[config.mk]
export PLATFORM = sky130hd
export DESIGN_NAME = mem_wb_pipe_reg
export DESIGN_NICKNAME = d
export VERILOG_FILES = /design/src/rtl/mem_wb_pipe_reg.sv
export SDC_FILE = /design/constraint.sdc
export NUM_CORES = 1
export LEC_CHECK = 0
export BUFFER_PORTS_ARGS = -buffer_cell sky130_fd_sc_hd__buf_2
export CAP_MARGIN = 20
export CORE_MARGIN = 8
export CORE_UTILIZATION = 45
export DETAILED_ROUTE_END_ITERATION = 8
export GPL_ROUTABILITY_DRIVEN = 0
export MAX_ROUTING_LAYER = met4
export PLACE_DENSITY = 0.74
export SLEW_MARGIN = 20
export SYNTH_ARGS = -nofsm -noshare
export SYNTH_HDL_FRONTEND = slang
export SYNTH_SLANG_ARGS = --single-unit
[constraint.sdc]
create_clock -name clk -period 5.9 [get_ports clk]
set_clock_uncertainty 0.2 [all_clocks]
set_input_delay 0.295 -clock clk [delete_from_list [all_inputs] [get_ports clk]]
set_output_delay 0.295 -clock clk [all_outputs]
set_load 0.02 [all_outputs]
[src/rtl/mem_wb_pipe_reg.sv]
// MEM->WB pipeline register: stall/flush control, Tnew countdown, retire pulse
// and writeback port resolution from the registered state.
module mem_wb_pipe_reg #(
  parameter int unsigned          DATA_W   = 32,
  parameter int unsigned          REG_AW   = 5,
  parameter int unsigned          TNEW_W   = 4,
  parameter int unsigned          EXC_W    = 5,
  parameter logic [DATA_W-1:0]    RESET_PC = DATA_W'(32'h0000_3000)
) (
  input  logic                clk,
  input  logic                reset,
  input  logic                stall,
  input  logic                flush,
  input  logic [31:0]         instr_i,
  input  logic [DATA_W-1:0]   pc_i,
  input  logic [DATA_W-1:0]   alu_i,
  input  logic [DATA_W-1:0]   dmem_i,
  input  logic                regwrite_i,
  input  logic [REG_AW-1:0]   dst_i,
  input  logic [1:0]          wbsel_i,
  input  logic [TNEW_W-1:0]   tnew_i,
  input  logic [EXC_W-1:0]    exc_i,
  input  logic                bd_i,
  output logic                valid_o,
  output logic [31:0]         instr_o,
  output logic [DATA_W-1:0]   pc_o,
  output logic [DATA_W-1:0]   pc8_o,
  output logic [EXC_W-1:0]    exc_o,
  output logic                bd_o,
  output logic [TNEW_W-1:0]   tnew_o,
  output logic [REG_AW-1:0]   wreg_o,
  output logic [DATA_W-1:0]   wdata_o,
  output logic                we_o,
  output logic                retire_o
);

  localparam int unsigned INSTR_W = 32;

  localparam logic [1:0] WB_ALU  = 2'd0;
  localparam logic [1:0] WB_MEM  = 2'd1;
  localparam logic [1:0] WB_PC8  = 2'd2;

  logic                valid_q,    valid_d;
  logic [INSTR_W-1:0]  instr_q,    instr_d;
  logic [DATA_W-1:0]   pc_q,       pc_d;
  logic [DATA_W-1:0]   alu_q,      alu_d;
  logic [DATA_W-1:0]   dmem_q,     dmem_d;
  logic                regwrite_q, regwrite_d;
  logic [REG_AW-1:0]   dst_q,      dst_d;
  logic [1:0]          wbsel_q,    wbsel_d;
  logic [TNEW_W-1:0]   tnew_q,     tnew_d;
  logic [EXC_W-1:0]    exc_q,      exc_d;
  logic                bd_q,       bd_d;
  logic                retire_q,   retire_d;

  function automatic logic [TNEW_W-1:0] tnew_dec(input logic [TNEW_W-1:0] t);
    tnew_dec = (t == '0) ? '0 : t - TNEW_W'(1);
  endfunction

  // Next-state selection: flush beats stall beats load.
  always_comb begin
    valid_d    = valid_q;
    instr_d    = instr_q;
    pc_d       = pc_q;
    alu_d      = alu_q;
    dmem_d     = dmem_q;
    regwrite_d = regwrite_q;
    dst_d      = dst_q;
    wbsel_d    = wbsel_q;
    tnew_d     = tnew_q;
    exc_d      = exc_q;
    bd_d       = bd_q;
    // The WB occupant leaves unless the stage is genuinely held.
    retire_d   = valid_q & (exc_q == '0) & ~(stall & ~flush);

    if (flush) begin
      valid_d    = 1'b0;
      instr_d    = '0;
      regwrite_d = 1'b0;
      exc_d      = '0;
      tnew_d     = '0;
      pc_d       = pc_i;
      bd_d       = bd_i;
      alu_d      = alu_i;
      dmem_d     = dmem_i;
      dst_d      = dst_i;
      wbsel_d    = wbsel_i;
    end else if (stall) begin
      tnew_d     = tnew_dec(tnew_q);
    end else begin
      valid_d    = 1'b1;
      instr_d    = instr_i;
      pc_d       = pc_i;
      alu_d      = alu_i;
      dmem_d     = dmem_i;
      regwrite_d = regwrite_i;
      dst_d      = dst_i;
      wbsel_d    = wbsel_i;
      tnew_d     = tnew_dec(tnew_i);
      exc_d      = exc_i;
      bd_d       = bd_i;
    end
  end

  always_ff @(posedge clk or posedge reset) begin
    if (reset) begin
      valid_q    <= 1'b0;
      instr_q    <= '0;
      pc_q       <= RESET_PC;
      alu_q      <= '0;
      dmem_q     <= '0;
      regwrite_q <= 1'b0;
      dst_q      <= '0;
      wbsel_q    <= '0;
      tnew_q     <= '0;
      exc_q      <= '0;
      bd_q       <= 1'b0;
      retire_q   <= 1'b0;
    end else begin
      valid_q    <= valid_d;
      instr_q    <= instr_d;
      pc_q       <= pc_d;
      alu_q      <= alu_d;
      dmem_q     <= dmem_d;
      regwrite_q <= regwrite_d;
      dst_q      <= dst_d;
      wbsel_q    <= wbsel_d;
      tnew_q     <= tnew_d;
      exc_q      <= exc_d;
      bd_q       <= bd_d;
      retire_q   <= retire_d;
    end
  end

  // Writeback resolution: a non-writing instruction presents all-zero port values.
  always_comb begin
    pc8_o   = pc_q + DATA_W'(8);
    we_o    = valid_q & regwrite_q & (exc_q == '0) & (dst_q != '0);
    wreg_o  = '0;
    wdata_o = '0;
    if (we_o) begin
      wreg_o = dst_q;
      case (wbsel_q)
        WB_ALU:  wdata_o = alu_q;
        WB_MEM:  wdata_o = dmem_q;
        WB_PC8:  wdata_o = pc8_o;
        default: wdata_o = '0;
      endcase
    end
  end

  assign valid_o  = valid_q;
  assign instr_o  = instr_q;
  assign pc_o     = pc_q;
  assign exc_o    = exc_q;
  assign bd_o     = bd_q;
  assign tnew_o   = tnew_q;
  assign retire_o = retire_q;

endmodule
## Word-level counts from Yosys, hierarchy flattened

Index checks and enable logic that the tools add are counted.

- Flip-flop bits (word level): 148
- Input bits: 150
- Logic and storage cells: 58

- $add $sub $neg: 3
- Equal/unequal tests: 3
- Mux-type cells: 27
- Bitwise operators: 8
- Reductions and logical operators: 5

Operators with widths:

| operator | count |
|---|---|
| $mux 32 | 9 |
| $pmux 32 s3 | 1 |
| $add 32x4->32 const B | 1 |
| $mux 5 | 5 |
| $mux 4 | 4 |
| $logic_not 4->1 | 2 |
| $sub 4x1->4 const B | 2 |
| $and 1x1->1 | 6 |
| $mux 1 | 6 |
| $logic_not 5->1 | 1 |
| $reduce_bool 5->1 | 1 |
| $mux 2 | 2 |
| $eq 2x1->1 const B | 1 |
| $eq 2x2->1 const B | 1 |
| $logic_not 2->1 | 1 |
| $ne 2x1->1 const B | 1 |
| $not 1->1 | 2 |

## Longest topological paths before layout

- Depth after elaboration: 4
- Gate-level depth with buffers: 7
- Gate-level depth less buffers: 7

## Worst setup path after synthesis

No wires, ideal clock.

- Path kind: register to output
- Start point: register pc_q[3], in the netlist pc_o[3]
- End point: output wdata_o[19]
- Data arrival time: 2.245 ns
- Required time: 5.405 ns
- Slack: 3.160 ns
- Cell stages (with the launch flop): 8
- Path through: dfrtp_1 > ha_1 > and4_1 > and4_2 > clkbuf_1 > xnor2_1 > nand2_1 > a21oi_1

- Word-level cells in the longest chain between the ends: 3

Ends and longest elaborated chain:

| item | line | RTL |
|---|---|---|
| start, declared | 45 | `logic [DATA_W-1:0] pc_q, pc_d;` |
| start signal, assigned | 122 | `pc_q <= pc_d;` |
| $add 32x4->32 | 137 | `pc8_o = pc_q + DATA_W'(8);` |
| net pc8_o[19] | 27 | `output logic [DATA_W-1:0] pc8_o,` |
| $pmux 32 s3 | 143 | `case (wbsel_q)` |
| $mux 32 | 141 | `if (we_o) begin` |
| end, declared | 32 | `output logic [DATA_W-1:0] wdata_o,` |

The timed path passes the listed nets, and every way through them passes these cells.

## Worst setup path after layout

- Start point: register wbsel_q[0]
- End point: output wdata_o[14]

- Word-level cells in the longest chain between the ends: 3

Ends and longest elaborated chain:

| item | line | RTL |
|---|---|---|
| start, declared | 50 | `logic [1:0] wbsel_q, wbsel_d;` |
| start signal, assigned | 127 | `wbsel_q <= wbsel_d;` |
| $eq 2x2->1, or another cell as far along | 143 |  |
| $pmux 32 s3 * | 143 |  |
| $mux 32 * | 141 |  |

Mark *: on every way between the ends. The rest lies on a longest branch, timed or not.

==> results.txt <==
For this design the static power due to leakage is 5.33 nW. The initialized floorplan defines 46 standard-cell rows. The post-detailed-route wirelength per cell is 19.4 um. The startpoint identified for the worst hold timing path is tnew_i[0]. The count of nets left with antenna violations once routing finished came out at 0.

The placed wire-length estimate came out at 16400 um. The via count came out at 6676. The first-pass GRT wire length came out at 39100 um. The global routing usage on met1 is 27.6%. Counting instances in the post-synthesis netlist gives the leading cell types as sky130_fd_sc_hd__dfrtp_1 (146), sky130_fd_sc_hd__mux2_2 (100), sky130_fd_sc_hd__nor2_1 (75), sky130_fd_sc_hd__mux2i_1 (55), sky130_fd_sc_hd__nand2_1 (28). The sequential-to-total area share from yosys stat is 51.0%.

After clock tree synthesis, the clock-pin slew on the worst setup and hold paths is 60 ps. The worst hold path terminates at tnew_o[0]. The total overflow reported by the global router came out at 0. Yosys instantiated no cell more often than sky130_fd_sc_hd__dfrtp_1. TritonCTS built the clock tree. The global-route usage over all layers came out at 25.2%. For this run, the detailed router's first-pass iteration total came to 5. The flow ran to the end, and the final reports show no timing, DRC or antenna violations. The count of pins over their slew limit came out at 0. The initial core utilization came out at 45.9%.

The number of enable-type register cells in the synthesized netlist is 0. The worst reg2reg path depth is 6. The total number of H-tree levels came out at 4. Counting I/O delays and the setup requirement, the final critical path takes 3410 ps. The overall die area is 20500 um2. The count of distinct cell types in the synthesized netlist came out at 51.

In the synthesized netlist the dominant register cell turns out to be sky130_fd_sc_hd__dfrtp_1. The finished cells cover 10900 um2. The global-route layer with the greatest usage is met2.

At the end of the flow, the number of nets in the layout was 1209. Counting every sink on the clock net gives 148. Power spread over the standard cell area amounts to 266 nW/um2. Averaged over all synthesized cells, the footprint is 11.5 um2. Tracing the worst setup path back leads to its startpoint at wbsel_q[0]. The via count of the first global-routing pass came out at 7439. The net count after synthesis is 789. The cell area after synthesis came out at 7270 um2. The cts-stage hold buffer count is 143. Along the worst hold path, the cell count comes to 3.

By area the synthesized netlist is led by sky130_fd_sc_hd__dfrtp_1 (50%), sky130_fd_sc_hd__mux2_2 (15%), sky130_fd_sc_hd__mux2i_1 (7.6%), sky130_fd_sc_hd__nor2_1 (3.9%), sky130_fd_sc_hd__xnor2_1 (2.3%). The required time at the endpoint of the critical path came out at 5410 ps. The remaining routing DRC violations came out at 0. The clock tree root buffer cell is sky130_fd_sc_hd__clkbuf_16. During I/O placement, the number of pins put on the boundary was 296. Measured along the x axis, the die boundary spans 143 um. The total clock buffers created by CTS came out at 17. The final count of hold timing violations is 0. The final critical path takes up 57.9% of the cycle. The number of register bits inferred by synthesis came out at 148. In the global route stage, met3 resource usage came out at 8.88%.

The routed wire length is 24900 um. Yosys printed 0 warnings. Global routing used 41.1% of the available met2 tracks. The category of the worst setup path capture point is a primary output.

The classification of the worst-slack hold path is in2reg. Of all cell types, the one taking the most synthesized area is sky130_fd_sc_hd__dfrtp_1. The maximum number of pins on one net before global-route repair is 101.

Once the clock tree was built, the setup fixing pass inserted 0 buffers. The average vias per placed instance is 5.20. The end of the worst register-to-register path is tnew_o[2]. The number of resized instances in the post-cts repair step is 0. The max-capacitance violation count is 0. The die is 143 um tall. The detailed router's first-iteration violation count came out at 284. The top achievable clock speed is 293 MHz.

IR analysis of the VDD net gives a maximum drop of 0.189 mV. The fraction of synthesized cell area taken by the top area cell type came out at 50.3%. The setup slack of the worst register-to-register path is 4270 ps. The layout cell share with drive strength beyond 1 came out at 42.0%.

In the synthesized netlist, the number of instances is 634. Headroom to the max-slew limit came out at 33.1%. For the pin with the worst max-slew slack, the measured transition is 999 ps. Setup repair after global routing left no endpoint under its margin. For the worst-skew pair, the clock arrives at the later sink with an insertion delay of 420 ps.

The count of input and output buffers came out at 295. The layout overhead on the synthesized area is 50.3%. The critical path start-end classification is reg2out.

The startpoint kind of the worst setup timing path is a flop. The setup violation total in the final timing report came out at 0. No sink is reached through more buffers than the 2 on the longest clock path.

After floorplanning, the core was sized to cover 15800 um2. The summed negative setup slack over all endpoints is 0 ps. The maximum fanout encountered on the critical timing path is 37. The async set-or-reset flop fraction in the synthesized netlist is 100%. For the worst setup path, the data arrival time is 2920 ps.

In this run the critical register-to-register path is launched from tnew_o[0]. The placed instance area came out at 8840 um2. The initial antenna violation count is 1.
==> logic make-up after synthesis <==
group	count (synthesis)	synth area share (%)
and+or+nand+nor	178	12.3
muxes	155	23.1
DFF	148	51.0
AOI/OAI and AO/OA	67	5.77
buffers and inverters	55	3.82
xor gates and xnor gates	26	3.13
adders and majority gates	5	0.861
==> cell usage in the layout (no fill, tap or decap), types with 7 or more instances in the layout <==
cell and n:
sky130_fd_sc_hd__xor2_1 7, sky130_fd_sc_hd__and2_1 8, sky130_fd_sc_hd__dlygate4sd3_1 143, sky130_fd_sc_hd__clkbuf_16 17
sky130_fd_sc_hd__mux2_2 100, sky130_fd_sc_hd__xnor2_1 19, sky130_fd_sc_hd__nand4_1 9, sky130_fd_sc_hd__inv_1 12
sky130_fd_sc_hd__o2bb2ai_1 8, sky130_fd_sc_hd__o21ai_0 18, sky130_fd_sc_hd__nand2_1 28, sky130_fd_sc_hd__buf_2 295
sky130_fd_sc_hd__mux2i_1 55, sky130_fd_sc_hd__a21oi_1 22, sky130_fd_sc_hd__dfrtp_1 145, sky130_fd_sc_hd__nand3_1 16
sky130_fd_sc_hd__nor2_1 75
==> layout make-up <==
class                   count  area (um2)
multi-input cells         431        3300
flip-flops and latches    148        3710
clock buffers              19         453
diodes                      1        2.50
clock inverters            13         194
fillers                  1077        4900
repair buffers            443        2950
inverters                  13        53.8
well taps                 216         270
==> layer usage <==
layer	wire [um]	vias to the layer above
met5	0	-
met4	673	0
met2	12200	310
met1	9660	3229
li1	-	3078
met3	2350	59
==> through the flow <==
step / utilization (%) / hold WS [ps] / total power [mW] / setup WS, ps / instances
after floorplan: - / 212 / 1.48 / 1430 / 634
final: 69.0 / 15.3 / 2.91 / 2490 / 1284
after CTS: 69.0 / 2.60 / 2.92 / 2520 / 1283
after global placement: 55.9 / 282 / 1.64 / 2780 / 1108
after detailed placement: 55.9 / 291 / 1.66 / 2770 / 1108
after global routing: 69.0 / 35.5 / 3.02 / 2320 / 1284
==> worst max path at each step <==
stage | endpoint | slack, ps | cells after the start
final | wdata_o[14] | 2490 | 4
after global placement | alu_q[13] | 2780 | 4
after global routing | wdata_o[30] | 2320 | 7
after CTS | wdata_o[22] | 2520 | 4
after detailed placement | alu_q[17] | 2770 | 4
after floorplan | alu_q[0] | 1430 | 1
==> power breakdown <==
part / switching, mW / internal (mW)
Clock: 0.448 / 0.738
Sequential: 0.0790 / 1.10
Combinational: 0.285 / 0.262
Total: 0.813 / 2.09
==> registers in the layout (all words and copies together), names as in the netlist <==
name / cells
retire_o: 1
valid_o: 1
wbsel_q: 2
exc_o: 5
regwrite_q: 1
dmem_q: 32
alu_q: 32
tnew_o: 4
pc_o: 32
bd_o: 1
instr_o: 32
dst_q: 5
==> critical path: stages, from the launching register on <==
cell	delay, ps
sky130_fd_sc_hd__dfrtp_2	970
sky130_fd_sc_hd__nor2b_2	950
sky130_fd_sc_hd__nand2_1	160
sky130_fd_sc_hd__a21oi_1	200
sky130_fd_sc_hd__buf_2	190
Power figures use the tool's default switching activity.
